<file path="src/rtl/cache_line_arbiter_if.sv">
// Cacheline miss-port bundle between the I/D caches, the arbiter and the cacheline adaptor.
// The arbiter uses the slave modport; the caches and adaptor side use master.
interface cache_line_arbiter_if #(
  parameter int LINE_W = 256,
  parameter int ADDR_W = 32
);
  logic              i_read;
  logic [ADDR_W-1:0] i_address;
  logic [LINE_W-1:0] i_rdata;
  logic              i_resp;
  logic              d_read;
  logic              d_write;
  logic [ADDR_W-1:0] d_address;
  logic [LINE_W-1:0] d_wdata;
  logic [LINE_W-1:0] d_rdata;
  logic              d_resp;
  logic              pmem_read;
  logic              pmem_write;
  logic [ADDR_W-1:0] pmem_address;
  logic [LINE_W-1:0] pmem_wdata;
  logic [LINE_W-1:0] pmem_rdata;
  logic              pmem_resp;
  logic [15:0]       contention_cnt;

  modport slave (
    input  i_read, i_address, d_read, d_write, d_address, d_wdata, pmem_rdata, pmem_resp,
    output i_rdata, i_resp, d_rdata, d_resp, pmem_read, pmem_write, pmem_address,
           pmem_wdata, contention_cnt
  );

  modport master (
    output i_read, i_address, d_read, d_write, d_address, d_wdata, pmem_rdata, pmem_resp,
    input  i_rdata, i_resp, d_rdata, d_resp, pmem_read, pmem_write, pmem_address,
           pmem_wdata, contention_cnt
  );
endinterface

</file>
<file path="src/rtl/cache_line_arbiter.sv">
// Serialises I-cache and D-cache line transactions onto one physical-memory port,
// round-robin on contention, with a saturating contention counter.
module cache_line_arbiter #(
  parameter int LINE_W   = 256,
  parameter int ADDR_W   = 32,
  parameter int OFFSET_W = 5
) (
  input logic                 clk,
  input logic                 rst,
  cache_line_arbiter_if.slave bus
);

  typedef enum logic [1:0] {IDLE, I_BUSY, D_BUSY} state_t;

  state_t            r_state;
  state_t            w_next_state;
  logic              r_last_grant_d;
  logic              r_mask_i;
  logic              r_mask_d;
  logic              r_is_write;
  logic [15:0]       r_cnt;
  logic [ADDR_W-1:0] r_addr;
  logic [LINE_W-1:0] r_wdata;

  logic w_i_req;
  logic w_d_req;
  logic w_grant_i;
  logic w_grant_d;
  logic w_pmem_read;
  logic w_pmem_write;
  logic w_i_resp;
  logic w_d_resp;

  // A requester just served is masked for one IDLE cycle so its lingering request line is not re-granted.
  assign w_i_req   = bus.i_read & ~r_mask_i;
  assign w_d_req   = (bus.d_read | bus.d_write) & ~r_mask_d;
  assign w_grant_i = w_i_req & (~w_d_req | r_last_grant_d);
  assign w_grant_d = w_d_req & (~w_i_req | ~r_last_grant_d);

  always_comb begin
    w_next_state = r_state;
    w_pmem_read  = 1'b0;
    w_pmem_write = 1'b0;
    w_i_resp     = 1'b0;
    w_d_resp     = 1'b0;
    unique case (r_state)
      IDLE: begin
        if (w_grant_i)      w_next_state = I_BUSY;
        else if (w_grant_d) w_next_state = D_BUSY;
      end
      I_BUSY: begin
        w_pmem_read = 1'b1;
        if (bus.pmem_resp) begin
          w_i_resp     = 1'b1;
          w_next_state = IDLE;
        end
      end
      D_BUSY: begin
        w_pmem_read  = ~r_is_write;
        w_pmem_write = r_is_write;
        if (bus.pmem_resp) begin
          w_d_resp     = 1'b1;
          w_next_state = IDLE;
        end
      end
      default: w_next_state = IDLE;
    endcase
  end

  always_ff @(posedge clk or negedge rst) begin
    if (!rst) begin
      r_state        <= IDLE;
      r_last_grant_d <= 1'b0;
      r_mask_i       <= 1'b0;
      r_mask_d       <= 1'b0;
      r_is_write     <= 1'b0;
      r_cnt          <= '0;
      r_addr         <= '0;
      r_wdata        <= '0;
    end else begin
      r_state <= w_next_state;
      if (r_state == IDLE) begin
        r_mask_i <= 1'b0;
        r_mask_d <= 1'b0;
        if (w_i_req && w_d_req && r_cnt != 16'hFFFF) r_cnt <= r_cnt + 16'd1;
        if (w_grant_i) begin
          r_addr     <= {bus.i_address[ADDR_W-1:OFFSET_W], {OFFSET_W{1'b0}}};
          r_is_write <= 1'b0;
        end else if (w_grant_d) begin
          r_addr     <= {bus.d_address[ADDR_W-1:OFFSET_W], {OFFSET_W{1'b0}}};
          r_is_write <= bus.d_write;
          r_wdata    <= bus.d_wdata;
        end
      end else if (bus.pmem_resp) begin
        r_mask_i       <= (r_state == I_BUSY);
        r_mask_d       <= (r_state == D_BUSY);
        r_last_grant_d <= (r_state == D_BUSY);
      end
    end
  end

  assign bus.pmem_read      = w_pmem_read;
  assign bus.pmem_write     = w_pmem_write;
  assign bus.pmem_address   = r_addr;
  assign bus.pmem_wdata     = r_wdata;
  assign bus.i_resp         = w_i_resp;
  assign bus.d_resp         = w_d_resp;
  assign bus.i_rdata        = bus.pmem_rdata;
  assign bus.d_rdata        = bus.pmem_rdata;
  assign bus.contention_cnt = r_cnt;

endmodule
</file>
<file path="src/flat_wrapper.sv">
// flat-port wrapper written by rule: the top's interface ports become plain ports
module cache_line_arbiter_flat 
#(
  parameter int LINE_W   = 256,
  parameter int ADDR_W   = 32,
  parameter int OFFSET_W = 5
)
  (clk, rst, bus_i_read, bus_i_address, bus_d_read, bus_d_write, bus_d_address, bus_d_wdata, bus_pmem_rdata, bus_pmem_resp, bus_i_rdata, bus_i_resp, bus_d_rdata, bus_d_resp, bus_pmem_read, bus_pmem_write, bus_pmem_address, bus_pmem_wdata, bus_contention_cnt);
  cache_line_arbiter_if #(.LINE_W(LINE_W), .ADDR_W(ADDR_W)) bus_i ();
  input logic clk;
  input logic rst;
  input wire logic [$bits(bus_i.i_read)-1:0] bus_i_read;
  input wire logic [$bits(bus_i.i_address)-1:0] bus_i_address;
  input wire logic [$bits(bus_i.d_read)-1:0] bus_d_read;
  input wire logic [$bits(bus_i.d_write)-1:0] bus_d_write;
  input wire logic [$bits(bus_i.d_address)-1:0] bus_d_address;
  input wire logic [$bits(bus_i.d_wdata)-1:0] bus_d_wdata;
  input wire logic [$bits(bus_i.pmem_rdata)-1:0] bus_pmem_rdata;
  input wire logic [$bits(bus_i.pmem_resp)-1:0] bus_pmem_resp;
  output wire logic [$bits(bus_i.i_rdata)-1:0] bus_i_rdata;
  output wire logic [$bits(bus_i.i_resp)-1:0] bus_i_resp;
  output wire logic [$bits(bus_i.d_rdata)-1:0] bus_d_rdata;
  output wire logic [$bits(bus_i.d_resp)-1:0] bus_d_resp;
  output wire logic [$bits(bus_i.pmem_read)-1:0] bus_pmem_read;
  output wire logic [$bits(bus_i.pmem_write)-1:0] bus_pmem_write;
  output wire logic [$bits(bus_i.pmem_address)-1:0] bus_pmem_address;
  output wire logic [$bits(bus_i.pmem_wdata)-1:0] bus_pmem_wdata;
  output wire logic [$bits(bus_i.contention_cnt)-1:0] bus_contention_cnt;
  assign bus_i.i_read = bus_i_read;
  assign bus_i.i_address = bus_i_address;
  assign bus_i.d_read = bus_d_read;
  assign bus_i.d_write = bus_d_write;
  assign bus_i.d_address = bus_d_address;
  assign bus_i.d_wdata = bus_d_wdata;
  assign bus_i.pmem_rdata = bus_pmem_rdata;
  assign bus_i.pmem_resp = bus_pmem_resp;
  assign bus_i_rdata = bus_i.i_rdata;
  assign bus_i_resp = bus_i.i_resp;
  assign bus_d_rdata = bus_i.d_rdata;
  assign bus_d_resp = bus_i.d_resp;
  assign bus_pmem_read = bus_i.pmem_read;
  assign bus_pmem_write = bus_i.pmem_write;
  assign bus_pmem_address = bus_i.pmem_address;
  assign bus_pmem_wdata = bus_i.pmem_wdata;
  assign bus_contention_cnt = bus_i.contention_cnt;
  cache_line_arbiter #(.LINE_W(LINE_W), .ADDR_W(ADDR_W), .OFFSET_W(OFFSET_W)) u_core (.clk(clk), .rst(rst), .bus(bus_i));
endmodule
</file>
<file path="config.mk">
export PLATFORM = sky130hd
export DESIGN_NAME = cache_line_arbiter_flat
export DESIGN_NICKNAME = d
export VERILOG_FILES = /design/src/rtl/cache_line_arbiter_if.sv /design/src/rtl/cache_line_arbiter.sv /design/src/flat_wrapper.sv
export SDC_FILE = /design/constraint.sdc
export NUM_CORES = 1
export LEC_CHECK = 0
export BUFFER_PORTS_ARGS = -buffer_cell sky130_fd_sc_hd__buf_4
export CORE_AREA = 3 3 544 546
export DETAILED_ROUTE_END_ITERATION = 8
export DIE_AREA = 0 0 547 549
export PLACE_DENSITY = 0.3
export SLEW_MARGIN = 20
export SYNTH_ARGS = -nofsm -noshare
export SYNTH_HDL_FRONTEND = slang
export SYNTH_SLANG_ARGS = --single-unit
</file>
<file path="constraint.sdc">
create_clock -name clk -period 5.3 [get_ports clk]
set_input_delay 0.795 -clock clk [delete_from_list [all_inputs] [get_ports clk]]
set_output_delay 0.795 -clock clk [all_outputs]
set_load 0.005 [all_outputs]
</file>
[Yosys cells after proc, flatten, opt, wreduce, memory -nomap -nowiden]
Index checks and enable logic that the tools add are counted.
Operators by class
  $add $sub $neg: 1
  bitwise operators: 15
  equal/unequal tests: 5
  reduce and logical (&&, ||, !) cells: 11
  muxes and demuxes: 17
Operators with widths (number)
  $mux 32: 2
  $add 16x1->16 const B: 1
  $ne 16x16->1 const B: 1
  $mux 1: 10
  $not 1->1: 8
  $reduce_and 2->1: 4
  $mux 2: 3
  $and 1x1->1: 4
  $pmux 2 s2: 1
  $reduce_bool 2->1: 2
  $ne 3x1->1 const B: 1
  $or 1x1->1: 3
  $reduce_and 3->1: 1
  $eq 2x1->1 const B: 1
  $eq 2x2->1 const B: 1
  $logic_and 1x1->1: 2
  $logic_not 2->1: 1
  $ne 2x1->1 const B: 1
  $pmux 1 s2: 1
  $reduce_or 2->1: 1
Storage, ports and cells
  word-level logic and storage cells: 57
  input port bits: 582
  bits in registers: 310
  output and inout port bits: 820

[Logic depth before layout (Yosys ltp)]
  depth after elaboration: 8
  depth in mapped cells: 7
  depth with buffers taken out: 6

[Worst setup path after synthesis]
Ideal clock, no wire load.
  kind: in2reg
  start point: in bus_d_write
  end point: reg u_core.r_wdata[0] (netlist: u_core.bus.pmem_wdata[0])
  data required time: 5.175 ns
  setup slack: 3.111 ns
  cell stages on the path: 6
  buffers on the path: 2
  data arrival time: 2.064 ns
  cell sequence: o21ba_2 > nand2_1 > a21oi_1 > clkbuf_1 > buf_2 > mux2_2
On the way
  word-level cells in the longest chain between the ends: 7
  elaborated cells on any way between the ends: 8
  classes of those cells: bitwise (7); reduce/logical (1)
RTL lines
  from (decl): RTL line flat_wrapper.sv:15  | input wire logic [$bits(bus_i.d_write)-1:0] bus_d_write;
  $or 1x1->1 *: RTL line cache_line_arbiter.sv:36  | assign w_d_req = (bus.d_read | bus.d_write) & ~r_mask_d;
  $and 1x1->1 *: RTL line cache_line_arbiter.sv:36
  $not 1->1: RTL line cache_line_arbiter.sv:37  | assign w_grant_i = w_i_req & (~w_d_req | r_last_grant_d);
  $or 1x1->1: RTL line cache_line_arbiter.sv:37
  $and 1x1->1: RTL line cache_line_arbiter.sv:37
  $not 1->1 (no source line)
  $reduce_and 3->1 (no source line) *
  to (signal assigned): RTL line cache_line_arbiter.sv:92  | r_wdata <= bus.d_wdata;
  to (decl): RTL line cache_line_arbiter.sv:23  | logic [LINE_W-1:0] r_wdata;
Mark *: on every way between the ends. The rest lies on a longest branch, timed or not.
A chain may end at the register's enable or synchronous reset.

[Final worst setup path]
  start point: reg u_core.r_state[0]
  end point: reg u_core.r_wdata[51] (netlist: u_core.bus.pmem_wdata[51])
On the way
  word-level cells in the longest chain between the ends: 2
RTL lines
  from (decl): RTL line cache_line_arbiter.sv:15  | state_t r_state;
  from (signal assigned): RTL line cache_line_arbiter.sv:81  | r_state <= w_next_state;
  $logic_not 2->1: RTL line cache_line_arbiter.sv:82  | if (r_state == IDLE) begin
  $reduce_and 3->1 (no source line)
Every way passes these cells.

==> impl_metrics.toml <==
[grt]
grt.overflow.total = 0
track_usage_pct = 7.500
grt_max_degree = 118
grt_pass1_vias = 10930
grt_pass1_wl_um = 142200
antenna_found_initial = 33

[critical_path]
crit_required_ps = 5890
path_buf_inv = 2
path_cells = "inv_1 > ha_1 > nand2_1 > a21oi_4 > buf_12 > mux2_2"
cpPeakStageDelay_ps = 610
cpLargestDelayFamily = "buffers and inverters"
path_class = "flop to flop"
cp.arrival_ps = 3370
cp-end-kind = "flop"
cp_slowest_cell = "a21oi_4"
critPathLaunchType = "flop"
worstPathMaxFanout = 87

[synthesis]
netlist_instances = 1282
yosys_warnings = 0
seq_area_frac_synth_pct = 48.63
yosys-top-cells-count = "buf_4, dfrtp_1, mux2_2, nand2_1, buf_2"
avgSynthCellArea_um2 = 12.24
netlist_area_um2 = 15700
synth.top_cell.area_share_pct = 48.63
synth-async-reset-ratio_pct = 100.0
synth_top_area_cell = "dfrtp_1"
yosys-top-cells-area = "dfrtp_1, buf_4, mux2_2, mux2i_1, buf_2"
ys.flop_type = "dfrtp_1"
synth_edf_count = 0
synth_seq_cells = 305
yosys.cell_count.top_type = "buf_4"
synth_cell_types = 41

[cts]
cts_htree_levels = 2
clockBufferDepth = 3
root_buffer = "clkbuf_16"
cts_tree = "done"
cts_buffers = 46
insertion_delay_ps = 710
path_clk_slew_ps = 60
clock-sinks = 305

[timing]
whs_ps = 321.9
tightest_slew_ps = 992.9
fin_crit_sh_pct = 52.49
finalHoldViolations = 0
final.setup.tns_ps = 0
setup_violations = 0
slew_headroom_pct = 33.81
rsz0062_at_grt = "no"
fmax_mhz = 359.5
drv_slew = 0
min_period_ps = 2782
clock_skew_ps = 48.16

[cells_and_area]
nNetsFinal = 1997
fin_area_um2 = 22980
multi_input_area_um2 = 4033
layout-drive-gt1-share_pct = 67.36
n_fill_cell = 33900
stdcell_count = 5351
synthToLayoutAreaGrowth_pct = 46.43
seqCellArea_um2 = 7632

[run]
maxCapViolCount = 0

[floorplan]
die_h_um = 549
start_util_pct = 5.392
die_area_um2 = 300300
fp.coreArea_um2 = 291100
rows = 198
fp.dieW_um = 547
io_pins = 1402

[placed_design]
port_buffers = 618
hpwl_um = 100600
dp.cells = 5260
place.gp.congestion = 0.7403
placed_area_um2 = 21340

[route]
drt-initial-drc-count = 289
post_drt_wl_per_cell_um = 21.83
dr.pass1.iters = 4
wl_um = 116800
vias_per_cell = 1.849
vias = 9892
ant_nets = 0
drc = 0

[pwr]
vdd_ir_drop_max_mv = 0.2573
leakage_nw = 9.049
power_density_nw_per_um2 = 594.7
finalPower_mw = 13.67

[hold_path]
hold_path_class = "input pin to flop"

[outcome]
status = "completed"
-- cell type report --
class | instances | share of cell area [%]
timing repair buffer | 629 | 20.86
sequential | 305 | 33.21
antenna | 8 | 0.08711
clock buffer | 67 | 5.874
clock inverter | 15 | 1.122
multi-input combinational | 423 | 17.55
tap | 3900 | 21.23
inverter | 4 | 0.06533
-- registers in the layout (all words and copies together), names as in the netlist --
signal / count
u_core.r_last_grant_d: 1
u_core.r_is_write: 1
u_core.bus.pmem_address: 27
u_core.r_mask_d: 1
u_core.r_state: 2
u_core.bus.contention_cnt: 16
u_core.bus.pmem_wdata: 256
u_core.r_mask_i: 1
-- through the flow --
step / worst slack (ps) / utilization (%)
after floorplan: 3111 / -
after global placement: 2108 / 7.332
after detailed placement: 2111 / 7.332
after CTS: 2336 / 7.888
after global routing: 2270 / 7.892
final: 2518 / 7.895
-- worst paths after layout --
kind                       cells after the start                                     from  slack [ps]                                       to
max reg2reg                                    6            u_core.r_state[0]$_DFFE_PN0P_        2520    u_core.bus.pmem_wdata[51]$_DFFE_PN0P_
min in group asynchronous                      2                                      rst         590   u_core.bus.pmem_wdata[168]$_DFFE_PN0P_
min reg2reg                                    2  u_core.bus.pmem_address[20]$_DFFE_PN0P_         490  u_core.bus.pmem_address[20]$_DFFE_PN0P_
max                                            6            u_core.r_state[0]$_DFFE_PN0P_        2520    u_core.bus.pmem_wdata[51]$_DFFE_PN0P_
max in group asynchronous                      3                                      rst        3470    u_core.bus.pmem_wdata[56]$_DFFE_PN0P_
min                                            2                          bus_d_wdata[24]         320    u_core.bus.pmem_wdata[24]$_DFFE_PN0P_
-- what timing repair did --
action / in CTS / in global routing
resized for setup: 0 / 0
setup buffers: 0 / 0
hold buffers: 1 / 0
endpoints found under the hold margin: 42 / 0
-- cells by family after synthesis --
logic type | Yosys count | share of synthesized area, %
buffers and inverters | 558 | 25.93
flip-flops | 305 | 48.63
multiplexers | 287 | 20.38
AND/OR/NAND/NOR | 75 | 2.487
AO/OA/AOI/OAI | 35 | 1.236
XOR/XNOR | 15 | 0.8370
adder cells (fa/ha/maj) | 6 | 0.4783
other | 1 | 0.02389
-- cell usage in the layout, fill, tap and decap left out, types with 4 or more instances in the layout --
master | synthesis | routed
mux2_2 | 259 | 259
diode_2 | 0 | 8
mux2i_1 | 27 | 27
clkbuf_16 | 0 | 46
bufinv_16 | 0 | 4
nor3_1 | 5 | 5
buf_12 | 0 | 5
nand2_1 | 35 | 34
clkbuf_1 | 9 | 9
xnor2_1 | 4 | 4
xor2_1 | 11 | 11
clkbuf_8 | 0 | 12
nor2_1 | 7 | 7
o21ai_0 | 26 | 25
conb_1 | 1 | 5
dfrtp_1 | 305 | 305
buf_4 | 517 | 622
ha_1 | 6 | 6
clkinv_4 | 0 | 4
-- per-layer routing --
layer  up-vias  routed length [um]  GRT usage [%]
li1       3995                   -              -
met1      4625               36310          6.814
met5         -                   0              0
met3       364               26830          7.847
met2       908               46490          10.35
met4         0                7195          4.270
-- power by group --
| group | total (mW) | internal, mW | leakage, nW | switching (mW) |
|---|---|---|---|---|
| registers | 4.24 | 3.50 | 3.62 | 0.732 |
| logic | 6.05 | 2.93 | 4.65 | 3.12 |
| clock network | 3.38 | 1.97 | 0.781 | 1.41 |
| total | 13.7 | 8.41 | 9.05 | 5.26 |
(Power assumes the default switching activity.)
